**src/rtl/bnn_pkg.sv**
```systemverilog
// Shared types and width helpers for the binary-neural-network responder family.
package bnn_pkg;

  typedef enum logic [1:0] {
    IDLE = 2'd0,
    HID  = 2'd1,
    OUT  = 2'd2,
    DONE = 2'd3
  } bnn_state_t;

  // Bits needed for a pre-activation sum that cannot overflow.
  function automatic int pre_width(input int feat_cnt, input int feat_bits);
    return $clog2(feat_cnt * ((1 << feat_bits) - 1) + 1);
  endfunction

  function automatic int score_width(input int hidden_cnt);
    return $clog2(hidden_cnt + 1);
  endfunction

endpackage

```
**src/rtl/bnn_seq_responder_if.sv**
```systemverilog
// Request/response bundle between the stimulus harness and the BNN responder.
interface bnn_seq_responder_if #(
  parameter int FEAT_CNT  = 12,
  parameter int FEAT_BITS = 4,
  parameter int CLASS_CNT = 6
);
  logic                             start;
  logic [FEAT_BITS*FEAT_CNT-1:0]    features;
  logic                             busy;
  logic                             done;
  logic [$clog2(CLASS_CNT)-1:0]     prediction;

  modport master (output start, features, input busy, done, prediction);
  modport slave  (input start, features, output busy, done, prediction);
endinterface

```
**src/rtl/bnn_popcount.sv**
```systemverilog
// Combinational population count of a WIDTH-bit vector.
module bnn_popcount #(
  parameter  int WIDTH = 40,
  localparam int CW    = $clog2(WIDTH + 1)
) (
  input  logic [WIDTH-1:0] bits,
  output logic [CW-1:0]    count
);
  always_comb begin
    count = '0;
    for (int k = 0; k < WIDTH; k++) begin
      count = count + CW'(bits[k]);
    end
  end
endmodule

```
**src/rtl/bnn_seq_responder.sv**
```systemverilog
// Sequential BNN inference: one hidden neuron per cycle, then one class per cycle,
// reporting the argmax class with a single-cycle done pulse.
module bnn_seq_responder
  import bnn_pkg::*;
#(
  parameter int FEAT_CNT   = 12,
  parameter int FEAT_BITS  = 4,
  parameter int HIDDEN_CNT = 40,
  parameter int CLASS_CNT  = 6,
  parameter logic [HIDDEN_CNT*FEAT_CNT-1:0]  W1 = '1,
  parameter logic [CLASS_CNT*HIDDEN_CNT-1:0] W2 = '1
) (
  input logic               clk,
  input logic               rst,
  bnn_seq_responder_if.slave bus
);
  localparam int PRE_W  = pre_width(FEAT_CNT, FEAT_BITS);
  localparam int SCR_W  = score_width(HIDDEN_CNT);
  localparam int HCNT_W = $clog2(HIDDEN_CNT);
  localparam int CCNT_W = $clog2(CLASS_CNT);
  localparam int THRESH = FEAT_CNT * ((1 << FEAT_BITS) - 1);

  bnn_state_t                    state_reg, state_next;
  logic [FEAT_BITS*FEAT_CNT-1:0] feat_reg, feat_next;
  logic [HIDDEN_CNT-1:0]         hidden_reg, hidden_next;
  logic [HCNT_W-1:0]             hid_cnt_reg, hid_cnt_next;
  logic [CCNT_W-1:0]             cls_cnt_reg, cls_cnt_next;
  logic [SCR_W-1:0]              best_score_reg, best_score_next;
  logic [CCNT_W-1:0]             best_idx_reg, best_idx_next;
  logic                          busy_reg, busy_next;
  logic                          done_reg, done_next;
  logic [CCNT_W-1:0]             pred_reg, pred_next;

  logic [FEAT_CNT-1:0]   w1_row;
  logic [HIDDEN_CNT-1:0] w2_row;
  logic [FEAT_BITS-1:0]  term [FEAT_CNT];
  logic [PRE_W-1:0]      pre;
  logic [PRE_W:0]        pre_x2;
  logic                  h_bit;
  logic [SCR_W-1:0]      score;

  assign w1_row = W1[int'(hid_cnt_reg)*FEAT_CNT +: FEAT_CNT];
  assign w2_row = W2[int'(cls_cnt_reg)*HIDDEN_CNT +: HIDDEN_CNT];

  // A -1 weight contributes (2^FEAT_BITS-1 - f), which is just ~f at full width.
  for (genvar gi = 0; gi < FEAT_CNT; gi++) begin : g_term
    assign term[gi] = w1_row[gi] ? feat_reg[gi*FEAT_BITS +: FEAT_BITS]
                                 : ~feat_reg[gi*FEAT_BITS +: FEAT_BITS];
  end

  always_comb begin
    pre = '0;
    for (int i = 0; i < FEAT_CNT; i++) begin
      pre = pre + PRE_W'(term[i]);
    end
  end

  assign pre_x2 = {pre, 1'b0};
  assign h_bit  = (pre_x2 >= (PRE_W+1)'(THRESH));

  bnn_popcount #(.WIDTH(HIDDEN_CNT)) u_popcount (
    .bits  (~(hidden_reg ^ w2_row)),
    .count (score)
  );

  always_ff @(posedge clk) begin
    if (rst) begin
      state_reg      <= IDLE;
      feat_reg       <= '0;
      hidden_reg     <= '0;
      hid_cnt_reg    <= '0;
      cls_cnt_reg    <= '0;
      best_score_reg <= '0;
      best_idx_reg   <= '0;
      busy_reg       <= 1'b0;
      done_reg       <= 1'b0;
      pred_reg       <= '0;
    end else begin
      state_reg      <= state_next;
      feat_reg       <= feat_next;
      hidden_reg     <= hidden_next;
      hid_cnt_reg    <= hid_cnt_next;
      cls_cnt_reg    <= cls_cnt_next;
      best_score_reg <= best_score_next;
      best_idx_reg   <= best_idx_next;
      busy_reg       <= busy_next;
      done_reg       <= done_next;
      pred_reg       <= pred_next;
    end
  end

  always_comb begin
    state_next      = state_reg;
    feat_next       = feat_reg;
    hidden_next     = hidden_reg;
    hid_cnt_next    = hid_cnt_reg;
    cls_cnt_next    = cls_cnt_reg;
    best_score_next = best_score_reg;
    best_idx_next   = best_idx_reg;
    busy_next       = busy_reg;
    done_next       = 1'b0;
    pred_next       = pred_reg;

    case (state_reg)
      IDLE: begin
        if (bus.start) begin
          feat_next    = bus.features;
          hidden_next  = '0;
          hid_cnt_next = '0;
          cls_cnt_next = '0;
          busy_next    = 1'b1;
          state_next   = HID;
        end
      end
      HID: begin
        hidden_next[hid_cnt_reg] = h_bit;
        if (hid_cnt_reg == HCNT_W'(HIDDEN_CNT - 1)) begin
          hid_cnt_next = '0;
          state_next   = OUT;
        end else begin
          hid_cnt_next = hid_cnt_reg + 1'b1;
        end
      end
      OUT: begin
        // Strict compare keeps the lowest class index on ties.
        if (cls_cnt_reg == '0 || score > best_score_reg) begin
          best_score_next = score;
          best_idx_next   = cls_cnt_reg;
        end
        if (cls_cnt_reg == CCNT_W'(CLASS_CNT - 1)) begin
          cls_cnt_next = '0;
          busy_next    = 1'b0;
          done_next    = 1'b1;
          pred_next    = best_idx_next;
          state_next   = DONE;
        end else begin
          cls_cnt_next = cls_cnt_reg + 1'b1;
        end
      end
      DONE: begin
        state_next = IDLE;
      end
      default: state_next = IDLE;
    endcase
  end

  assign bus.busy       = busy_reg;
  assign bus.done       = done_reg;
  assign bus.prediction = pred_reg;

endmodule

```
**src/flat_wrapper.sv**
```systemverilog
// flat-port wrapper written by rule: the top's interface ports become plain ports
module bnn_seq_responder_flat import bnn_pkg::*;
#(
  parameter int FEAT_CNT   = 12,
  parameter int FEAT_BITS  = 4,
  parameter int HIDDEN_CNT = 40,
  parameter int CLASS_CNT  = 6,
  parameter logic [HIDDEN_CNT*FEAT_CNT-1:0]  W1 = '1,
  parameter logic [CLASS_CNT*HIDDEN_CNT-1:0] W2 = '1
)
  (clk, rst, bus_start, bus_features, bus_busy, bus_done, bus_prediction);
  bnn_seq_responder_if #(.FEAT_CNT(FEAT_CNT), .FEAT_BITS(FEAT_BITS), .CLASS_CNT(CLASS_CNT)) bus_i ();
  input logic clk;
  input logic rst;
  input wire logic [$bits(bus_i.start)-1:0] bus_start;
  input wire logic [$bits(bus_i.features)-1:0] bus_features;
  output wire logic [$bits(bus_i.busy)-1:0] bus_busy;
  output wire logic [$bits(bus_i.done)-1:0] bus_done;
  output wire logic [$bits(bus_i.prediction)-1:0] bus_prediction;
  assign bus_i.start = bus_start;
  assign bus_i.features = bus_features;
  assign bus_busy = bus_i.busy;
  assign bus_done = bus_i.done;
  assign bus_prediction = bus_i.prediction;
  bnn_seq_responder #(.FEAT_CNT(FEAT_CNT), .FEAT_BITS(FEAT_BITS), .HIDDEN_CNT(HIDDEN_CNT), .CLASS_CNT(CLASS_CNT), .W1(W1), .W2(W2)) u_core (.clk(clk), .rst(rst), .bus(bus_i));
endmodule
```
**config.mk**
```make
export PLATFORM = sky130hd
export DESIGN_NAME = bnn_seq_responder_flat
export DESIGN_NICKNAME = d
export VERILOG_FILES = /design/src/rtl/bnn_pkg.sv /design/src/rtl/bnn_seq_responder_if.sv /design/src/rtl/bnn_popcount.sv /design/src/rtl/bnn_seq_responder.sv /design/src/flat_wrapper.sv
export SDC_FILE = /design/constraint.sdc
export NUM_CORES = 1
export LEC_CHECK = 0
export BUFFER_PORTS_ARGS = -buffer_cell sky130_fd_sc_hd__buf_4
export CORE_UTILIZATION = 40
export DETAILED_ROUTE_END_ITERATION = 6
export PLACE_DENSITY = 0.54
export SETUP_SLACK_MARGIN = 0.2
export SLEW_MARGIN = 15
export SYNTH_ARGS = -nofsm -noshare
export SYNTH_HDL_FRONTEND = slang
export SYNTH_SLANG_ARGS = --single-unit
```
**constraint.sdc**
```tcl
create_clock -name clk -period 9.6 [get_ports clk]
set_clock_uncertainty 0.05 [all_clocks]
set_input_delay 0.48 -clock clk [delete_from_list [all_inputs] [get_ports clk]]
set_output_delay 0.48 -clock clk [all_outputs]
set_load 0.01 [all_outputs]
```
==> results of run 1 <==
## power groups by stage
stage	clock network [uW]	logic (uW)	registers [uW]
6_report	594	1340	561
5_1_grt	627	1520	568
4_1_cts	606	1360	560
3_5_place_dp	0	1350	570
3_3_place_gp	0	1350	569
2_1_floorplan	0	1150	555
## layer usage
metal	wire (um)	vias up	part of all wire	GRT usage
met1	8688	2848	0.51	0.2527
li1	-	3078	-	-
met4	195	0	0.011	0.05263
met5	0	-	0	0
met3	529	13	0.031	0.03869
met2	7621	86	0.45	0.2719
## synth_stat cells, types with 11 or more instances
master,count,area [um^2]
a21oi_1,62,310.3
nand3_1,11,55.05
fa_1,50,1001
nor2_1,31,116.4
o211ai_1,40,300.3
xor2_1,42,367.9
o41ai_2,16,260.3
ha_1,48,600.6
mux2i_1,11,110.1
clkbuf_1,34,127.6
and3_1,18,112.6
dfxtp_1,113,2262
o41ai_1,16,140.1
or3_1,14,87.58
inv_1,86,322.8
nand2_1,118,442.9
nor3_1,28,140.1
buf_2,12,60.06
xnor2_1,32,280.3
## worst min-delay path by stage
stage                                      start                  endpoint
after floorplan           u_core.best_idx_reg[0]  u_core.bus.prediction[0]
after global placement       u_core.feat_reg[11]       u_core.feat_reg[11]
after detailed placement     u_core.feat_reg[40]       u_core.feat_reg[40]
after CTS                       bus_features[41]       u_core.feat_reg[41]
after global routing            bus_features[46]       u_core.feat_reg[46]
final                           bus_features[44]       u_core.feat_reg[44]
## cells by family (layout without fill, tap and decap cells)
family	Yosys count	count (layout)	share of synthesized area
simple gates	257	257	0.1563
buf+inv	143	178	0.07599
xor+xnor	74	74	0.08235
flops	113	113	0.2874
mux	11	11	0.01399
fa+ha+maj	100	100	0.2060
compound gates	186	186	0.1779
## worst reg2reg max path: stages (launching register included)
cell and delay, ns:
dfxtp_1 0.45, nand2_1 0.53, buf_4 0.43, xnor2_1 0.14, ha_1 0.27, inv_1 0.05, fa_1 0.51, fa_1 0.52
fa_1 0.54, fa_1 0.53, fa_1 0.55, inv_1 0.06, fa_1 0.48, ha_1 0.25, fa_1 0.41, a21o_1 0.19
a21oi_1 0.17, xnor2_1 0.11, ha_1 0.30, nand4_1 0.16, o21bai_1 0.24, a31oi_2 0.48, mux2i_1 0.25, nor2_1 0.06
## final cells by class
type                    instances  area [um^2]
repair buffers                 62        465.4
clock buffers                  23        488.0
multi-input cells             628         5034
fillers                      1892        10060
inverters                      87        326.6
flip-flops and latches        113         2262
well taps                     260        325.3
clock inverters                 6        57.56
## per-stage QoR
stage,util,hold WS [ns]
after floorplan,-,0.3969
after global placement,0.4424,0.4082
after detailed placement,0.4424,0.4103
after CTS,0.4711,0.2467
after global routing,0.4711,0.2507
final,0.4711,0.2606
## layout by cell type (no fill, tap or decap), types with 14 or more instances in the layout
cell       synthesis  layout
xor2_1            42      42
fa_1              50      50
o41ai_2           16      16
buf_4              2      62
inv_1             86      86
or3_1             14      14
o41ai_1           16      16
clkbuf_16          0      17
nand2_1          118     118
ha_1              48      48
xnor2_1           32      32
nor3_1            28      28
o211ai_1          40      40
and3_1            18      18
a21oi_1           62      61
nor2_1            31      31
dfxtp_1          113     113
==> metrics.cfg, run 1 <==
[outcome]
status = finished, final reports clean

[global_route]
grt_max_degree = 74
grt_pass1_wl_um = 28720
grt_usage = 0.1789
grt_pass1_vias = 5777
antenna_found_initial = 0
grt-ovfl-total = 0

[final_layout]
diodes = 0
final-instance-count-excl-fill = 1179
design_area_mm2 = 0.008959
drive_above_1_share = 0.1349
nets = 1058
synthToLayoutAreaGrowth_pct = 13.83
largest_reg_flops = 48

[pwr]
p_int_uw = 1359
p_sw_uw = 1132
power_uw = 2491
p_clk_frac = 0.238
power_density_mw_per_mm2 = 278.0
p_seq_frac = 0.225
peakVddDrop_mv = 0.3099
comb_power_share = 0.536
p_leak_uw = 0.003913
swShare = 0.4544

[clock_network]
postCtsSetupBuffers = 0
cts_buffer_depth = 2
cts_hold_buf = 0
cts-buffers-inserted = 17
clock-sinks = 113
clk_latency_ns = 0.42
cts_resized = 0
cts_tree = built
cts_root_buf = clkbuf_16
clk_pin_slew_ns = 0.05
htreeDepth = 4

[sta]
tns_ns = 0
fin_crit_sh = 0.8173
worst_pin_slew_ns = 0.9804
setup_viol = 0
setup_slack_ns = 1.754
maxSlewHeadroom = 0.3441
hold_viol = 0
fin_crit_ns = 7.846
drv_slew = 0
rsz0062_at_grt = no
max_freq_ghz = 0.1274

[worst_setup_path]
crit_end = u_core.best_score_reg[3]
cp-start-kind = flip-flop
cp_num_cells = 23
crit_chain = nand2_1 -> buf_4 -> xnor2_1 -> ha_1 -> inv_1 -> fa_1 -> fa_1 -> fa_1 -> fa_1 -> fa_1 -> inv_1 -> fa_1 -> ha_1 -> fa_1 -> a21o_1 -> a21oi_1 -> xnor2_1 -> ha_1 -> nand4_1 -> o21bai_1 -> a31oi_2 -> mux2i_1 -> nor2_1
cp_max_fo = 18
crit_family = adder cells
critPathMaxStageDelay_ns = 0.55
rr_startpoint = u_core.cls_cnt_reg[2]
endpoint_kind = flip-flop
r2r_cells = 23
worstSetupStartpoint = u_core.cls_cnt_reg[2]
arrival_ns = 8.07
worstPathRequired_ns = 9.82
crit_slowest_cell = fa_1
crit_buf_inv = 3
path_class = flip-flop to flip-flop
r2r_end = u_core.best_score_reg[3]
r2r_slack_ns = 1.75
cpMostUsedCell = fa_1

[routing]
wl_per_cell_um = 14.45
firstDrtPassIters = 4
drc_errors = 0
via_per_inst = 5.110
num_vias = 6025
wl_um = 17030
antenna_left = 0
drtIter0Drc = 276

[logic_synthesis]
synth_warnings = 0
postSynthAreaPerCell_um2 = 8.903
synth_edf_count = 0
netlist_area_mm2 = 0.007870
synth_flop_cell = dfxtp_1
synth_cell_types = 62
async_flop_share = 0
yosysSeqAreaShare = 0.2874
syn-num-nets = 1033
synth-seq-cells = 113
synthCells = 884

[floorplan]
ios = 56
die_h_um = 142.3
core_mm2 = 0.01902
die_w_um = 142.3
row_count = 50
die-area_mm2 = 0.02024
initial_core_util = 0.4138

[worst_hold_path]
hp-class = primary input to flip-flop
holdPathStages = 3

[placement]
placed_area_mm2 = 0.008413
place_ws_ns = 1.735
gp_congestion = 0.7723
portBuffers = 55
dpl.hpwl_um = 12020
dp.cells = 1150

[job]
maxCapViolCount = 0

Note: power is estimated with default switching activity, not from simulation.
==> run 2, diff against run 1 <==
Clock period 9.6 ns to 7.3 ns, I/O delays scaled along.
==> run 2 against run 1 <==
Against the previous run: register-to-register slack worse by 1.2 ns; critical path depth is 3 higher; clock power is 45% higher; non-clock buffer count is 8 higher; flip-flop and latch count stayed put; global-route usage is 0.48 points higher; largest cell class unchanged; total power is 37% higher; cell count is 0.93% higher; via count is 0.88% higher; sequential share of layout area is 0.62 points lower; wire length is 3.1% higher.
==> metrics.cfg, run 2 (synthesis gave the netlist of run 1 again) <==
[sta]
hold_viol = 0  ; unchanged
fin_crit_ns = 6.777  ; was 7.846 ns
setup_viol = 0  ; unchanged
setup_slack_ns = 0.5230  ; was 1.754 ns
maxSlewHeadroom = 0.4753  ; was 0.3441
fin_crit_sh = 0.9284  ; was 0.8173
rsz0062_at_grt = no  ; unchanged
worst_pin_slew_ns = 0.7870  ; was 0.9804 ns
tns_ns = 0  ; unchanged
drv_slew = 0  ; unchanged
max_freq_ghz = 0.1476  ; was 0.1274 GHz

[final_layout]
design_area_mm2 = 0.009210  ; was 0.008959 mm^2
final_cell_mix = 117 x nand2_1, 110 x dfxtp_1, 86 x inv_1, 65 x buf_4, 60 x a21oi_1  ; was 118 x nand2_1, 113 x dfxtp_1, 86 x inv_1, 62 x buf_4, 61 x a21oi_1
diodes = 0  ; unchanged
synthToLayoutAreaGrowth_pct = 17.03  ; was 13.83%
largest_reg_flops = 48  ; unchanged
final_common_cell = nand2_1  ; unchanged
drive_above_1_share = 0.1602  ; was 0.1349
nets = 1066  ; was 1,058

[worst_setup_path]
crit_buf_inv = 6  ; was 3
cpMostUsedCell = fa_1  ; unchanged
cp_max_fo = 20  ; was 18
r2r_cells = 26  ; was 23
endpoint_kind = flip-flop  ; unchanged
worstPathRequired_ns = 7.52  ; was 9.82 ns
arrival_ns = 7.00  ; was 8.07 ns
critPathMaxStageDelay_ns = 0.55  ; about the same
crit_slowest_cell = fa_1  ; unchanged
r2r_slack_ns = 0.52  ; was 1.75 ns
cp-start-kind = flip-flop  ; unchanged
rr_startpoint = u_core.cls_cnt_reg[1]  ; was u_core.cls_cnt_reg[2]
worstSetupStartpoint = u_core.cls_cnt_reg[1]  ; was u_core.cls_cnt_reg[2]
r2r_end = u_core.best_score_reg[4]  ; was u_core.best_score_reg[3]
cp_num_cells = 26  ; was 23
crit_family = adder cells  ; unchanged
crit_end = u_core.best_score_reg[4]  ; was u_core.best_score_reg[3]
path_class = flip-flop to flip-flop  ; unchanged

[pwr]
peakVddDrop_mv = 0.4528  ; was 0.3099 mV
power_density_mw_per_mm2 = 371.1  ; was 278.0 mW/mm^2
p_leak_uw = 0.004018  ; was 0.003913 uW

[clock_network]
cts_buffer_depth = 2  ; unchanged
cts_hold_buf = 0  ; unchanged
htreeDepth = 4  ; unchanged
clock-sinks = 113  ; unchanged
cts_root_buf = clkbuf_16  ; unchanged
clk_latency_ns = 0.41  ; was 0.42 ns
clk_pin_slew_ns = 0.06  ; was 0.05 ns
cts_tree = built  ; unchanged
cts-buffers-inserted = 17  ; unchanged

[outcome]
status = finished, final reports clean  ; unchanged

[floorplan]
core_mm2 = 0.01902  ; unchanged
initial_core_util = 0.4138  ; unchanged
die-area_mm2 = 0.02024  ; unchanged
die_h_um = 142.3  ; unchanged
die_w_um = 142.3  ; unchanged
row_count = 50  ; unchanged
ios = 56  ; unchanged

[placement]
place_ws_ns = 0.07361  ; was 1.735 ns
dpl.hpwl_um = 12160  ; was 12,020 um
gp_congestion = 0.8157  ; was 0.7723
placed_area_mm2 = 0.008462  ; was 0.008413 mm^2
portBuffers = 55  ; unchanged

[routing]
antenna_left = 0  ; unchanged
wl_um = 17560  ; was 17,030 um
drtIter0Drc = 324  ; was 276
wl_per_cell_um = 14.75  ; was 14.45 um
firstDrtPassIters = 5  ; was 4
drc_errors = 0  ; unchanged
num_vias = 6078  ; was 6,025
via_per_inst = 5.108  ; was 5.110

[global_route]
grt_pass1_wl_um = 29090  ; was 28,720 um
grt_usage = 0.1836  ; was 0.1789
antenna_found_initial = 0  ; unchanged
grt_max_degree = 74  ; unchanged
grt_pass1_vias = 5723  ; was 5,777
grt-ovfl-total = 0  ; unchanged

[job]
maxCapViolCount = 0  ; unchanged

[worst_hold_path]
hp-class = primary input to flip-flop  ; unchanged

==> run 2: metal layers <==
metal,vias to the layer above,share of wire,track usage
met4,0,0.0077,0.05207
met5,-,0,0
li1,3092,-,-
met3,6,0.036,0.04341
met1,2883,0.51,0.2608
met2,97,0.45,0.2758
==> run 2: power by group <==
group / internal, uW / switching, uW
Clock: 555 / 307
Combinational: 668 / 1150
Sequential: 676 / 59.2
Total: 1900 / 1520
==> run 2: repair_timing <==
item	CTS	global route
cloned	0	1
gates resized for setup	3	15
pin swaps	1	7
endpoints found under the setup margin	12	13
endpoints found under the hold margin	0	0
setup buffers	2	3
==> run 2: worst reg2reg max path, stage by stage (launching register included) <==
cell and delay, ns:
dfxtp_4 0.37, nand2_4 0.09, buf_12 0.17, xnor2_1 0.14
ha_1 0.28, inv_1 0.06, fa_1 0.43, fa_1 0.54
inv_1 0.05, fa_1 0.49, inv_1 0.05, fa_1 0.52
fa_1 0.55, inv_1 0.06, fa_1 0.49, ha_2 0.21
fa_2 0.35, a21o_1 0.20, a21oi_2 0.18, xnor2_2 0.11
ha_1 0.30, nand4_1 0.17, o21bai_4 0.26, a31oi_4 0.17
buf_6 0.14, mux2i_1 0.18, nor2_1 0.05
==> run 2: cell type report <==
| cell class | instances | area, um^2 |
|---|---|---|
| fillers | 1881 | 9808 |
| multi-input cells | 628 | 5100 |
| flip-flops and latches | 113 | 2268 |
| repair buffers | 70 | 575.6 |
| clock buffers | 20 | 456.7 |
| inverters | 87 | 326.6 |
| well taps | 260 | 325.3 |
| clock inverters | 12 | 157.7 |
==> run 2: how the worst min path moves through the flow <==
stage | to | from | cells after the start
finish | u_core.feat_reg[2] | bus_features[2] | 3
global route | u_core.feat_reg[2] | bus_features[2] | 3
CTS | u_core.feat_reg[45] | bus_features[45] | 3
detailed placement | u_core.feat_reg[15] | u_core.feat_reg[15] | 2
global placement | u_core.feat_reg[14] | u_core.feat_reg[14] | 2
floorplan | u_core.bus.prediction[0] | u_core.best_idx_reg[0] | 2
==> run 2: through the flow <==
| stage | util | hold slack (ns) | cells | power, uW |
|---|---|---|---|---|
| global route | 0.4843 | 0.1346 | 1190 | 3734 |
| global placement | 0.4449 | 0.4064 | 1152 | 2576 |
| CTS | 0.4786 | 0.1317 | 1186 | 3471 |
| finish | 0.4843 | 0.1515 | 1190 | 3418 |
| floorplan | - | 0.3969 | 884 | 2239 |
| detailed placement | 0.4449 | 0.4109 | 1152 | 2576 |
==> run 3, diff against run 2 <==
Settings changed: GPL_TIMING_DRIVEN from default to 0.
==> run 3 against run 2 <==
Against the previous run: worst hold slack lost 0.013 ns; global-route usage up 2.1 points; highest routed layer unchanged; critical path depth up 1; cell count is 5.0% higher; largest cell class unchanged; via count up 5.4%; die area is the same; critical endpoint is now u_core.best_score_reg[0]; flip-flop and latch count stayed put; clock power rose by 8.4%.
==> metrics.cfg, run 3 (synthesis gave the netlist of run 1 again) <==
[job]
maxCapViolCount = 0  ; unchanged

[global_route]
grt-ovfl-total = 0  ; unchanged
grt_usage = 0.2047  ; was 0.1836
grt_pass1_vias = 6146  ; was 5,723
antenna_found_initial = 0  ; unchanged
grt_max_degree = 17  ; was 74
grt_pass1_wl_um = 32040  ; was 29,090 um

[floorplan]
die_w_um = 142.3  ; unchanged
die_h_um = 142.3  ; unchanged
die-area_mm2 = 0.02024  ; unchanged
initial_core_util = 0.4138  ; unchanged
ios = 56  ; unchanged
row_count = 50  ; unchanged
core_mm2 = 0.01902  ; unchanged

[final_layout]
final_util = 0.5110  ; was 0.4843
diodes = 0  ; unchanged
final-instance-count-excl-fill = 1250  ; was 1,190
final_cell_mix = 117 x nand2_1, 109 x dfxtp_1, 84 x inv_1, 73 x buf_4, 60 x a21oi_1  ; was 117 x nand2_1, 110 x dfxtp_1, 86 x inv_1, 65 x buf_4, 60 x a21oi_1
largest_reg_flops = 48  ; unchanged
synthToLayoutAreaGrowth_pct = 23.48  ; was 17.03%
final_common_cell = nand2_1  ; unchanged
nFillCells = 1860  ; was 1,881
drive_above_1_share = 0.1949  ; was 0.1602
nets = 1126  ; was 1,066

[clock_network]
cts_hold_buf = 0  ; unchanged
cts_tree = built  ; unchanged
clk_pin_slew_ns = 0.06  ; about the same
clk_latency_ns = 0.42  ; was 0.41 ns
cts_root_buf = clkbuf_16  ; unchanged
cts_buffer_depth = 2  ; unchanged
htreeDepth = 4  ; unchanged
clock-sinks = 113  ; unchanged
cts-buffers-inserted = 17  ; unchanged

[sta]
tns_ns = 0  ; unchanged
hold_viol = 0  ; unchanged
fin_crit_sh = 0.9708  ; was 0.9284
rsz0062_at_grt = yes  ; was no
maxSlewHeadroom = 0.5158  ; was 0.4753
max_freq_ghz = 0.1411  ; was 0.1476 GHz
worst_pin_slew_ns = 0.7263  ; was 0.7870 ns
setup_viol = 0  ; unchanged
drv_slew = 0  ; unchanged
fin_crit_ns = 7.087  ; was 6.777 ns

[worst_setup_path]
worstPathRequired_ns = 7.54  ; was 7.52 ns
cpMostUsedCell = fa_1  ; unchanged
crit_slowest_cell = fa_1  ; unchanged
cp_max_fo = 8  ; was 20
arrival_ns = 7.32  ; was 7.00 ns
cp-start-kind = flip-flop  ; unchanged
endpoint_kind = flip-flop  ; unchanged
path_class = flip-flop to flip-flop  ; unchanged
r2r_slack_ns = 0.21  ; was 0.52 ns
critPathMaxStageDelay_ns = 0.58  ; was 0.55 ns

[routing]
drc_errors = 0  ; unchanged
via_per_inst = 5.124  ; was 5.108
firstDrtPassIters = 4  ; was 5
num_vias = 6405  ; was 6,078
antenna_left = 0  ; unchanged
wl_um = 19420  ; was 17,560 um
wl_per_cell_um = 15.53  ; was 14.75 um
drtIter0Drc = 297  ; was 324

[worst_hold_path]
hp-class = primary input to flip-flop  ; unchanged

[placement]
dpl.hpwl_um = 14370  ; was 12,160 um
gp_congestion = 0.8083  ; was 0.8157
portBuffers = 54  ; was 55
dp.cells = 1198  ; was 1,152

[pwr]
power_density_mw_per_mm2 = 375.8  ; was 371.1 mW/mm^2
p_leak_uw = 0.004255  ; was 0.004018 uW
peakVddDrop_mv = 0.3371  ; was 0.4528 mV

[outcome]
status = finished, final reports clean  ; unchanged

## run 3: metal layers
| metal | track usage | wire length (um) | vias up |
|---|---|---|---|
| li1 | - | - | 3223 |
| met5 | 0 | 0 | - |
| met2 | 0.2998 | 8517 | 119 |
| met4 | 0.05942 | 296 | 0 |
| met3 | 0.03769 | 651 | 23 |
| met1 | 0.3031 | 9950 | 3040 |
## run 3: worst paths after layout
kind	start	end	cells past startpoint
worst min register to register	u_core.feat_reg[14]	u_core.feat_reg[14]	2
worst max register to register	u_core.cls_cnt_reg[2]	u_core.best_score_reg[0]	27
worst max-delay path	u_core.cls_cnt_reg[2]	u_core.best_score_reg[0]	27
worst min-delay path	bus_features[40]	u_core.feat_reg[40]	3
## run 3: cell type report
| class | count | area, um^2 | area share |
|---|---|---|---|
| sequential | 113 | 2270 | 0.2336 |
| buffer | 56 | 370.4 | 0.03811 |
| clock inverter | 10 | 180.2 | 0.01854 |
| inverter | 87 | 326.6 | 0.03360 |
| timing repair buffer | 74 | 566.8 | 0.05832 |
| multi-input combinational | 628 | 5205 | 0.5356 |
| clock buffer | 22 | 474.2 | 0.04880 |
| tap | 260 | 325.3 | 0.03347 |
## run 3: through the flow
step / setup WS, ns / power [uW] / instance area, um^2 / hold slack (ns)
2_1_floorplan: 0.2274 / 2239 / 7885 / 0.3969
3_3_place_gp: -0.7124 / 2683 / 8616 / 0.4073
3_5_place_dp: -0.7303 / 2692 / 8616 / 0.4102
4_1_cts: 0.2090 / 3661 / 9482 / 0.1252
5_1_grt: -0.04021 / 3949 / 9718 / 0.1269
6_report: 0.2133 / 3652 / 9718 / 0.1384
## run 3: critical path: cells and delay by family, from the launching register on
kind	cells	cell delay [ns]
fa+ha+maj	10	4.30
compound gates	4	0.79
xor+xnor	2	0.22
mux	1	0.21
buf+inv	7	0.73
simple gates	3	0.30
flops	1	0.32
## run 3: power by group
part	switching (uW)	leakage, uW	total, uW	internal, uW
clock	303	0.000316	934	631
sequential	53.2	0.000920	729	676
combinational	1230	0.00302	1990	762
total	1580	0.00425	3650	2070
## run 3: repair_timing
item | in CTS | in global routing
setup endpoints to repair | 52 | 52
pin swaps | 19 | 20
setup buffers | 7 | 13
resized for setup | 37 | 34
